### config.mk
export PLATFORM = sky130hd
export DESIGN_NAME = uart_rx_fifo
export DESIGN_NICKNAME = d
export VERILOG_FILES = /design/src/rtl/uart_rx_pkg.sv /design/src/rtl/uart_rx_fifo_mem.sv /design/src/rtl/uart_rx_fifo.sv
export SDC_FILE = /design/constraint.sdc
export NUM_CORES = 1
export LEC_CHECK = 0
export CAP_MARGIN = 25
export CORE_MARGIN = 2
export CORE_UTILIZATION = 56
export CTS_BUF_LIST = sky130_fd_sc_hd__clkbuf_8
export DETAILED_ROUTE_END_ITERATION = 10
export GPL_ROUTABILITY_DRIVEN = 0
export PLACE_DENSITY = 0.75
export SETUP_SLACK_MARGIN = 0.2
export SKIP_LAST_GASP = 1
export SLEW_MARGIN = 20
export SYNTH_ARGS = -nofsm -noshare
export SYNTH_HDL_FRONTEND = slang
export SYNTH_SLANG_ARGS = --single-unit
export TNS_END_PERCENT = 20
### constraint.sdc
create_clock -name clk -period 3.7 [get_ports clk]
set_input_delay 0.37 -clock clk [delete_from_list [all_inputs] [get_ports clk]]
set_output_delay 0.37 -clock clk [all_outputs]
set_load 0.01 [all_outputs]
### src/rtl/uart_rx_pkg.sv
// Shared UART receive-path definitions: default widths/depths, the FIFO
// occupancy state classification used for debug and coverage, and a small
// helper used by the FIFO's depth check at elaboration.
package uart_rx_pkg;

  localparam int UART_DATA_WIDTH       = 8;
  localparam int RX_FIFO_DEPTH_DEFAULT = 16;

  // Occupancy class of the receive FIFO; derived purely from its level.
  typedef enum logic [1:0] {
    FIFO_EMPTY   = 2'd0,
    FIFO_PARTIAL = 2'd1,
    FIFO_FULL    = 2'd2
  } rx_fifo_state_e;

  function automatic bit is_pow2(input int n);
    return (n > 0) && ((n & (n - 1)) == 0);
  endfunction

endpackage

### src/rtl/uart_rx_fifo_mem.sv
// Register-array storage for the receive FIFO: one synchronous write port,
// one asynchronous read port. Contents are deliberately left unreset.
module uart_rx_fifo_mem #(
  parameter int DATA_WIDTH = 8,
  parameter int DEPTH      = 16
) (
  input  logic                     clk,
  input  logic                     wr_en_i,
  input  logic [$clog2(DEPTH)-1:0] wr_addr_i,
  input  logic [DATA_WIDTH-1:0]    wr_data_i,
  input  logic [$clog2(DEPTH)-1:0] rd_addr_i,
  output logic [DATA_WIDTH-1:0]    rd_data_o
);

  logic [DATA_WIDTH-1:0] mem_q [DEPTH];

  // Store the incoming byte at the write address.
  always_ff @(posedge clk) begin
    if (wr_en_i) begin
      mem_q[wr_addr_i] <= wr_data_i;
    end
  end

  assign rd_data_o = mem_q[rd_addr_i];

endmodule

### src/rtl/uart_rx_fifo.sv
// UART receive FIFO: captures strobed bytes into a power-of-two circular
// buffer and presents them first-word-fall-through over valid/ready.
// Pointers carry an extra wrap bit so full and empty are distinguishable
// without a separate counter. Overruns are sticky until cleared.
// Optional: define UART_RX_FIFO_OVERRUN_CNT_EN to add overrun_cnt_o, a
// saturating count of dropped bytes.
module uart_rx_fifo
  import uart_rx_pkg::*;
#(
  parameter int DATA_WIDTH = UART_DATA_WIDTH,
  parameter int DEPTH      = RX_FIFO_DEPTH_DEFAULT
) (
  input  logic                       clk,
  input  logic                       rst_n,
  input  logic [DATA_WIDTH-1:0]      wr_data_i,
  input  logic                       wr_valid_i,
  input  logic                       flush_i,
  input  logic                       clr_overrun_i,
  output logic [DATA_WIDTH-1:0]      rd_data_o,
  output logic                       rd_valid_o,
  input  logic                       rd_ready_i,
  output logic [$clog2(DEPTH):0]     level_o,
  output logic                       full_o,
`ifdef UART_RX_FIFO_OVERRUN_CNT_EN
  output logic [7:0]                 overrun_cnt_o,
`endif
  output logic                       overrun_o
);

  localparam int ADDR_W = $clog2(DEPTH);

  if (!is_pow2(DEPTH) || (DEPTH < 2)) begin : g_bad_depth
    $error("uart_rx_fifo: DEPTH must be a power of two and at least 2");
  end

  logic [ADDR_W:0]       wr_ptr_q, wr_ptr_d;
  logic [ADDR_W:0]       rd_ptr_q, rd_ptr_d;
  logic                  overrun_q, overrun_d;
  logic [DATA_WIDTH-1:0] hold_q;
  logic [DATA_WIDTH-1:0] mem_rd_data;
  logic                  empty, full;
  logic                  rd_fire, wr_fire, drop;

  assign empty = (wr_ptr_q == rd_ptr_q);
  assign full  = (wr_ptr_q[ADDR_W-1:0] == rd_ptr_q[ADDR_W-1:0]) &&
                 (wr_ptr_q[ADDR_W] != rd_ptr_q[ADDR_W]);

  // A flush swallows any same-cycle write, so it can neither store nor drop.
  assign rd_fire = !empty && rd_ready_i;
  assign wr_fire = wr_valid_i && (!full || rd_fire) && !flush_i;
  assign drop    = wr_valid_i && full && !rd_fire && !flush_i;

  uart_rx_fifo_mem #(
    .DATA_WIDTH (DATA_WIDTH),
    .DEPTH      (DEPTH)
  ) u_mem (
    .clk       (clk),
    .wr_en_i   (wr_fire),
    .wr_addr_i (wr_ptr_q[ADDR_W-1:0]),
    .wr_data_i (wr_data_i),
    .rd_addr_i (rd_ptr_q[ADDR_W-1:0]),
    .rd_data_o (mem_rd_data)
  );

  // Next pointer and sticky-flag values.
  always_comb begin
    wr_ptr_d  = wr_ptr_q;
    rd_ptr_d  = rd_ptr_q;
    overrun_d = overrun_q;
    if (flush_i) begin
      rd_ptr_d = wr_ptr_q;
    end else begin
      if (wr_fire) wr_ptr_d = wr_ptr_q + 1'b1;
      if (rd_fire) rd_ptr_d = rd_ptr_q + 1'b1;
    end
    if (clr_overrun_i) overrun_d = 1'b0;
    if (drop)          overrun_d = 1'b1;
  end

  // Pointer/flag registers; hold_q remembers the last presented byte so the
  // output never shows unwritten storage while the FIFO is empty.
  always_ff @(posedge clk or negedge rst_n) begin
    if (!rst_n) begin
      wr_ptr_q  <= '0;
      rd_ptr_q  <= '0;
      overrun_q <= 1'b0;
      hold_q    <= '0;
    end else begin
      wr_ptr_q  <= wr_ptr_d;
      rd_ptr_q  <= rd_ptr_d;
      overrun_q <= overrun_d;
      hold_q    <= rd_data_o;
    end
  end

`ifdef UART_RX_FIFO_OVERRUN_CNT_EN
  logic [7:0] ocnt_q, ocnt_d;

  // Saturating drop counter; a drop coinciding with a clear restarts at 1.
  always_comb begin
    ocnt_d = ocnt_q;
    if (clr_overrun_i) ocnt_d = 8'd0;
    if (drop) begin
      if (clr_overrun_i)        ocnt_d = 8'd1;
      else if (ocnt_q != 8'hFF) ocnt_d = ocnt_q + 8'd1;
    end
  end

  // Drop counter register.
  always_ff @(posedge clk or negedge rst_n) begin
    if (!rst_n) ocnt_q <= 8'd0;
    else        ocnt_q <= ocnt_d;
  end

  assign overrun_cnt_o = ocnt_q;
`endif

  assign rd_data_o  = empty ? hold_q : mem_rd_data;
  assign rd_valid_o = !empty;
  assign level_o    = wr_ptr_q - rd_ptr_q;
  assign full_o     = full;
  assign overrun_o  = overrun_q;

endmodule

==> results of run 1 <==
[sequential cells by signal, indices dropped and copies added (netlist names)]
name	cells
overrun_o	1
rd_ptr_q	5
wr_ptr_q	5
u_mem.mem_q	128
hold_q	8
[final timing paths]
path                                          from                     endpoint  slack, ps  cells past startpoint
max                        rd_ptr_q[3]$_DFFE_PN0P_                 rd_data_o[0]        360                      7
min                                          rst_n      rd_ptr_q[4]$_DFFE_PN0P_        220                      1
max reg2reg                rd_ptr_q[3]$_DFFE_PN0P_  u_mem.mem_q[1][7]$_DFFE_PP_        840                      7
min reg2reg                  overrun_o$_DFFE_PN0P_        overrun_o$_DFFE_PN0P_        530                      2
max in group asynchronous                    rst_n      rd_ptr_q[3]$_DFFE_PN0P_       3010                      2
min in group clk                     clr_overrun_i        overrun_o$_DFFE_PN0P_        510                      2
[layout by cell type (no fill, tap or decap), drive strengths merged, types with 3 or more instances in the layout]
| cell type | count |
|---|---|
| nor2 | 26 |
| nand2b | 4 |
| mux2i | 46 |
| o22ai | 15 |
| dfrtp | 19 |
| a221oi | 7 |
| clkbuf | 17 |
| clkinv | 8 |
| ha | 9 |
| nand2 | 12 |
| o21ai | 14 |
| nor3 | 4 |
| nand4 | 4 |
| xnor2 | 7 |
| nand3 | 3 |
| inv | 13 |
| edfxtp | 128 |
| buf | 20 |
| xor2 | 5 |
| a31oi | 8 |
| clkdlybuf4s50 | 29 |
| mux4 | 9 |
[metal layers]
metal  global-route usage [%]  up-vias
met5                        0        -
met4                     7.97        0
met3                     6.69       15
met2                     33.4      149
met1                     32.2     1704
li1                         -     1522
[through the flow]
stage               hold WS [ps]  utilization [%]  worst slack, ps
finish                       218             66.6              360
global route                 217             66.6              231
CTS                          468             66.3              221
detailed placement           515             62.6              488
global placement             513             62.6              624
floorplan                   74.4                -              873
[layout make-up]
type                       instances  share of cell area [%]
timing repair buffer              49                    6.59
clock inverter                    15                    2.08
inverter                          10                   0.541
sequential                       147                    62.3
clock buffer                      17                    3.37
multi-input combinational        193                    22.6
tap                              136                    2.45
[logic make-up (layout without fill, tap and decap cells)]
kind of cell             after synthesis  count (layout)  share of synthesized area [%]
buffers and inverters                 30              91                           2.85
adder cells (fa/ha/maj)               10              10                           2.19
flip-flops                           147             147                           71.3
AO/OA/AOI/OAI                         53              53                           5.74
multiplexers                          57              57                           11.3
XOR/XNOR                              12              12                           1.86
AND/OR/NAND/NOR                       61              61                           4.75
[report_power, final]
part           switching (mW)  total, mW  internal [mW]
sequential              0.184       2.16           1.98
clock                   0.582       1.17          0.592
combinational            1.04       2.03          0.984
total                    1.81       5.37           3.56
[timing repair]
item | 4_1_cts | 5_1_grt
hold endpoints to repair | 0 | 0
endpoints found under the setup margin | 8 | 8
buffers inserted | 0 | 2
resized for setup | 2 | 1
pin swaps | 0 | 1
==> key figures, run 1 <==
Status
  • Outcome: completed

Synth
  • Flops & latches, synth: 147
  • Synthesized cell area: 0.00606 mm²
  • Synth Flop Type: edfxtp_1
  • Top cell type's share of synthesized area: 63.4%
  • Synth Net Count: 394
  • Dominant cells by area after synthesis: edfxtp_1 63%, dfrtp_1 7.8%, mux2i_1 7.6%
  • Warnings, synthesis: 0
  • Syn avg cell area: 16.4 µm²
  • Post-synth EDFFs: 128
  • Synth area leader: edfxtp_1
  • Count leader, synth: edfxtp_1
  • Cell variety after synth: 41
  • Cells after synthesis: 370
  • Async SR Flop Fraction: 12.9%
  • Register area share after synthesis: 71.3%
  • Top post-synthesis cells by count: 128 x edfxtp_1, 46 x mux2i_1, 26 x nor2_1

Power and ir drop
  • Design Power: 5.37 mW
  • PD cells: 774 mW/mm²
  • Peak VDD IR: 0.619 mV
  • Pleak: 2.44 nW

Timing
  • Final-report setup violation count: 0
  • Fin crit share: 90.3%
  • Sum Neg Setup Slack: 0 ps
  • Fin crit period: 3340 ps
  • Skew final: 13.0 ps
  • RSZ-0062 raised after global routing: no
  • Worst-margin pin slew: 683 ps
  • Fmax: 299 MHz
  • Final Hold Vio Count: 0
  • Rel. slew slack: 54.3%
  • Final Max Slew Viols: 0

Routing
  • M1 WL: 5.21 mm
  • Final ANT Viol Nets: 0
  • Highest routed layer: met4
  • Vias: 3,390
  • DRT Pass-1 Iters: 5
  • Routed length per instance: 21.3 µm
  • DRT Wirelength: 12.1 mm
  • Met3 WL: 964 µm
  • Starting DRT DRC Count: 282
  • Via density: 5.98
  • DRC viols: 0
  • DR WL met2: 5.73 mm

Floorplan
  • Row Count: 37
  • Die span in x: 108 µm
  • I/O Pins: 30
  • Starting Density: 58.2%
  • Core area: 0.0104 mm²
  • Die height: 108 µm
  • Die area: 0.0117 mm²

Critical path
  • Critical Path AT: 2970 ps
  • Largest stage delay, worst path: 590 ps
  • Worst Setup End Kind: primary output
  • Critical Path, Cell by Cell: inv_1 -> ha_1 -> and4_2 -> nand2b_2 -> nor2_1 -> a31oi_1 -> clkdlybuf4s50_1
  • Delay-heaviest family, CP: buffers and inverters
  • CP Launch Type: flop
  • Bufs and invs on worst path: 2
  • Worst path slowest cell: clkdlybuf4s50_1
  • CP max FO: 17
  • Worst EP required: 3330 ps
  • CP Class: flop to primary output

GRT
  • First-pass GRT wire length: 18.6 mm
  • Grt total ovfl: 0
  • Largest net degree at the start of global routing: 33
  • Vias in the first global route: 3,285
  • Overall Global Routing Usage: 22.5%
  • Initial antenna violation count: 0

Finish
  • Share of cells above drive strength 1: 15.5%
  • Finished layout cell area: 0.00693 mm²
  • Antenna cells: 0
  • Layout area overhead: 14.5%
  • Area of the multi-input gates: 0.00157 mm²
  • Final Net Count: 442
  • Finished Layout Cells: 567
  • Register Area: 0.00432 mm²
  • # fillers: 734

Placement
  • Placed insts: 532
  • Cell Area, Placed: 0.00653 mm²
  • Buffers added on ports: 29
  • Post-DP HPWL: 7.84 mm

Clocking
  • Clock-pin slew on the worst setup and hold paths: 80 ps
  • Sink Count: 147
  • Total CTS buffers: 17
  • H-tree depth: 4
  • CTS tree: done
  • Hold buffer count at cts: 0
  • Clock latency on the worst-skew pair: 430 ps
  • CTS root buffer: clkbuf_8
  • CTS max path bufs: 2

Job
  • Max-Cap Viols: 0

Worst hold path
  • Min-Delay Path Class: primary input to async pin
(Power assumes the default switching activity.)
==> inputs of run 2 (changes only) <==
--- a/config.mk
+++ b/config.mk
@@ -5,12 +5,13 @@
 export SDC_FILE = /design/constraint.sdc
 export NUM_CORES = 1
 export LEC_CHECK = 0
-export CAP_MARGIN = 25
+export CAP_MARGIN = 30
 export CORE_MARGIN = 2
 export CORE_UTILIZATION = 56
 export CTS_BUF_LIST = sky130_fd_sc_hd__clkbuf_8
 export DETAILED_ROUTE_END_ITERATION = 10
 export GPL_ROUTABILITY_DRIVEN = 0
+export MAX_ROUTING_LAYER = met4
 export PLACE_DENSITY = 0.75
 export SETUP_SLACK_MARGIN = 0.2
 export SKIP_LAST_GASP = 1
==> run 2 against run 1 <==
Die area unchanged. Sequential power about the same. Worst setup slack improved by 5.6 ps. Largest cell class unchanged. Largest power group unchanged.
==> key figures, run 2 (synthesized netlist as in run 1, its figures left out) <==
Status
  • Outcome: completed

Placement
  • Post-DP HPWL: 7.84 mm
  • Placed insts: 532
  • Buffers added on ports: 29

Clocking
  • H-tree depth: 4
  • Hold buffer count at cts: 0
  • Sink Count: 147
  • Total CTS buffers: 17
  • CTS max path bufs: 2
  • CTS tree: done
  • CTS root buffer: clkbuf_8
  • Clock-pin slew on the worst setup and hold paths: 80 ps
  • Clock latency on the worst-skew pair: 440 ps

Worst hold path
  • Min-Delay Path Class: primary input to async pin

Timing
  • Rel. slew slack: 54.9%
  • Fin crit share: 90.1%
  • Sum Neg Setup Slack: 0 ps
  • Worst-margin pin slew: 675 ps
  • Final Hold Vio Count: 0
  • Final-report setup violation count: 0
  • Skew final: 11.4 ps
  • Final Max Slew Viols: 0
  • Fin crit period: 3330 ps
  • Fmax: 300 MHz
  • RSZ-0062 raised after global routing: no

Critical path
  • Flop2flop setup slack: 840 ps
  • CP max FO: 17
  • CP Class: flop to primary output
  • CP Launch Type: flop
  • Worst EP required: 3330 ps
  • Worst Setup End Kind: primary output
  • Critical Path AT: 2960 ps

GRT
  • Vias in the first global route: 3,296
  • Overall Global Routing Usage: 23.3%
  • Initial antenna violation count: 0
  • Grt total ovfl: 0
  • First-pass GRT wire length: 18.6 mm
  • Largest net degree at the start of global routing: 33

Finish
  • Reg with most FFs: u_mem.mem_q
  • Max FFs per register: 128
  • # fillers: 734
  • Share of cells above drive strength 1: 15.5%
  • Most common cell after layout, fill and taps aside: edfxtp_1
  • Biggest regs: u_mem.mem_q x128, hold_q x8
  • Finished Layout Cells: 567
  • Final Net Count: 442
  • Commonest non-fill, non-tap cells in the layout: 128 x edfxtp_1, 46 x mux2i_1, 29 x clkdlybuf4s50_1
  • Antenna cells: 0
  • Layout area overhead: 14.5%

Power and ir drop
  • Clock power frac: 21.9%
  • Pleak: 2.44 nW
  • PD cells: 775 mW/mm²
  • Combinational fraction of design power: 37.7%
  • Switching Share: 33.8%
  • Peak VDD IR: 0.620 mV
  • Share of power burned in registers: 40.4%
  • Int Pwr: 3.56 mW
  • P_sw: 1.81 mW

Floorplan
  • I/O Pins: 30
  • Core area: 0.0104 mm²
  • Die span in x: 108 µm
  • Die height: 108 µm
  • Row Count: 37
  • Die area: 0.0117 mm²
  • Starting Density: 58.2%

Routing
  • Vias: 3,403
  • DRT Pass-1 Iters: 5
  • DRT Wirelength: 12.2 mm
  • Final ANT Viol Nets: 0
  • Starting DRT DRC Count: 290
  • Routed length per instance: 21.5 µm
  • DRC viols: 0
  • Via density: 6.00

Job
  • Max-Cap Viols: 0
[run 2: per-stage QoR]
| stage | total power [mW] | hold slack, ps | utilization [%] | instance area, µm² | setup WS, ps |
|---|---|---|---|---|---|
| 2_1_floorplan | 3.44 | 74.4 | - | 6060 | 873 |
| 3_3_place_gp | 4.16 | 513 | 62.6 | 6530 | 624 |
| 3_5_place_dp | 4.22 | 515 | 62.6 | 6530 | 488 |
| 4_1_cts | 5.39 | 468 | 66.3 | 6910 | 221 |
| 5_1_grt | 5.63 | 214 | 66.6 | 6930 | 228 |
| 6_report | 5.37 | 211 | 66.6 | 6930 | 366 |
[run 2: worst paths after layout]
path,startpoint,to,cells past startpoint
hold reg to reg,overrun_o$_DFFE_PN0P_,overrun_o$_DFFE_PN0P_,2
min in group clk,clr_overrun_i,overrun_o$_DFFE_PN0P_,2
setup / recovery,rd_ptr_q[3]$_DFFE_PN0P_,rd_data_o[7],7
max in group asynchronous,rst_n,rd_ptr_q[3]$_DFFE_PN0P_,2
setup reg to reg,rd_ptr_q[3]$_DFFE_PN0P_,u_mem.mem_q[1][7]$_DFFE_PP_,7
hold / removal,rst_n,overrun_o$_DFFE_PN0P_,1
[run 2: worst max-delay path: stages, from the launching register on]
cell             delay, ps
dfrtp_2                540
inv_1                  120
ha_1                   370
and4_2                 290
nand2b_2               290
nor2_1                  80
a31oi_1                240
clkdlybuf4s50_1        590
[run 2: repair_timing]
item                       CTS  global route
pin swaps                    0             1
setup buffers                0             2
gates resized for setup      2             1
setup endpoints to repair    8             8
[run 2: power groups by stage]
stage,Combinational [mW],Clock [mW],Sequential (mW)
3_5_place_dp,2.02,0,2.20
4_1_cts,2.04,1.19,2.16
2_1_floorplan,1.37,0,2.07
3_3_place_gp,1.98,0,2.19
6_report,2.03,1.17,2.17
5_1_grt,2.17,1.26,2.20
[run 2: routing by layer]
layer  track usage (%)  vias up  share of wire (%)
li1                  -     1522                  -
met1              32.0     1700                 42
met2              33.6      166                 47
met3              6.99       15                8.8
met4              7.97        0                1.6
met5                 -        -                  0
[run 2: cell type report]
type | instances | area, µm² | share of cell area (%)
Clock buffer | 17 | 234 | 3.37
Clock inverter | 15 | 144 | 2.08
Inverter | 10 | 37.5 | 0.541
Multi-Input combinational cell | 193 | 1570 | 22.6
Sequential cell | 147 | 4320 | 62.3
Tap cell | 136 | 170 | 2.45
Timing Repair Buffer | 49 | 457 | 6.59
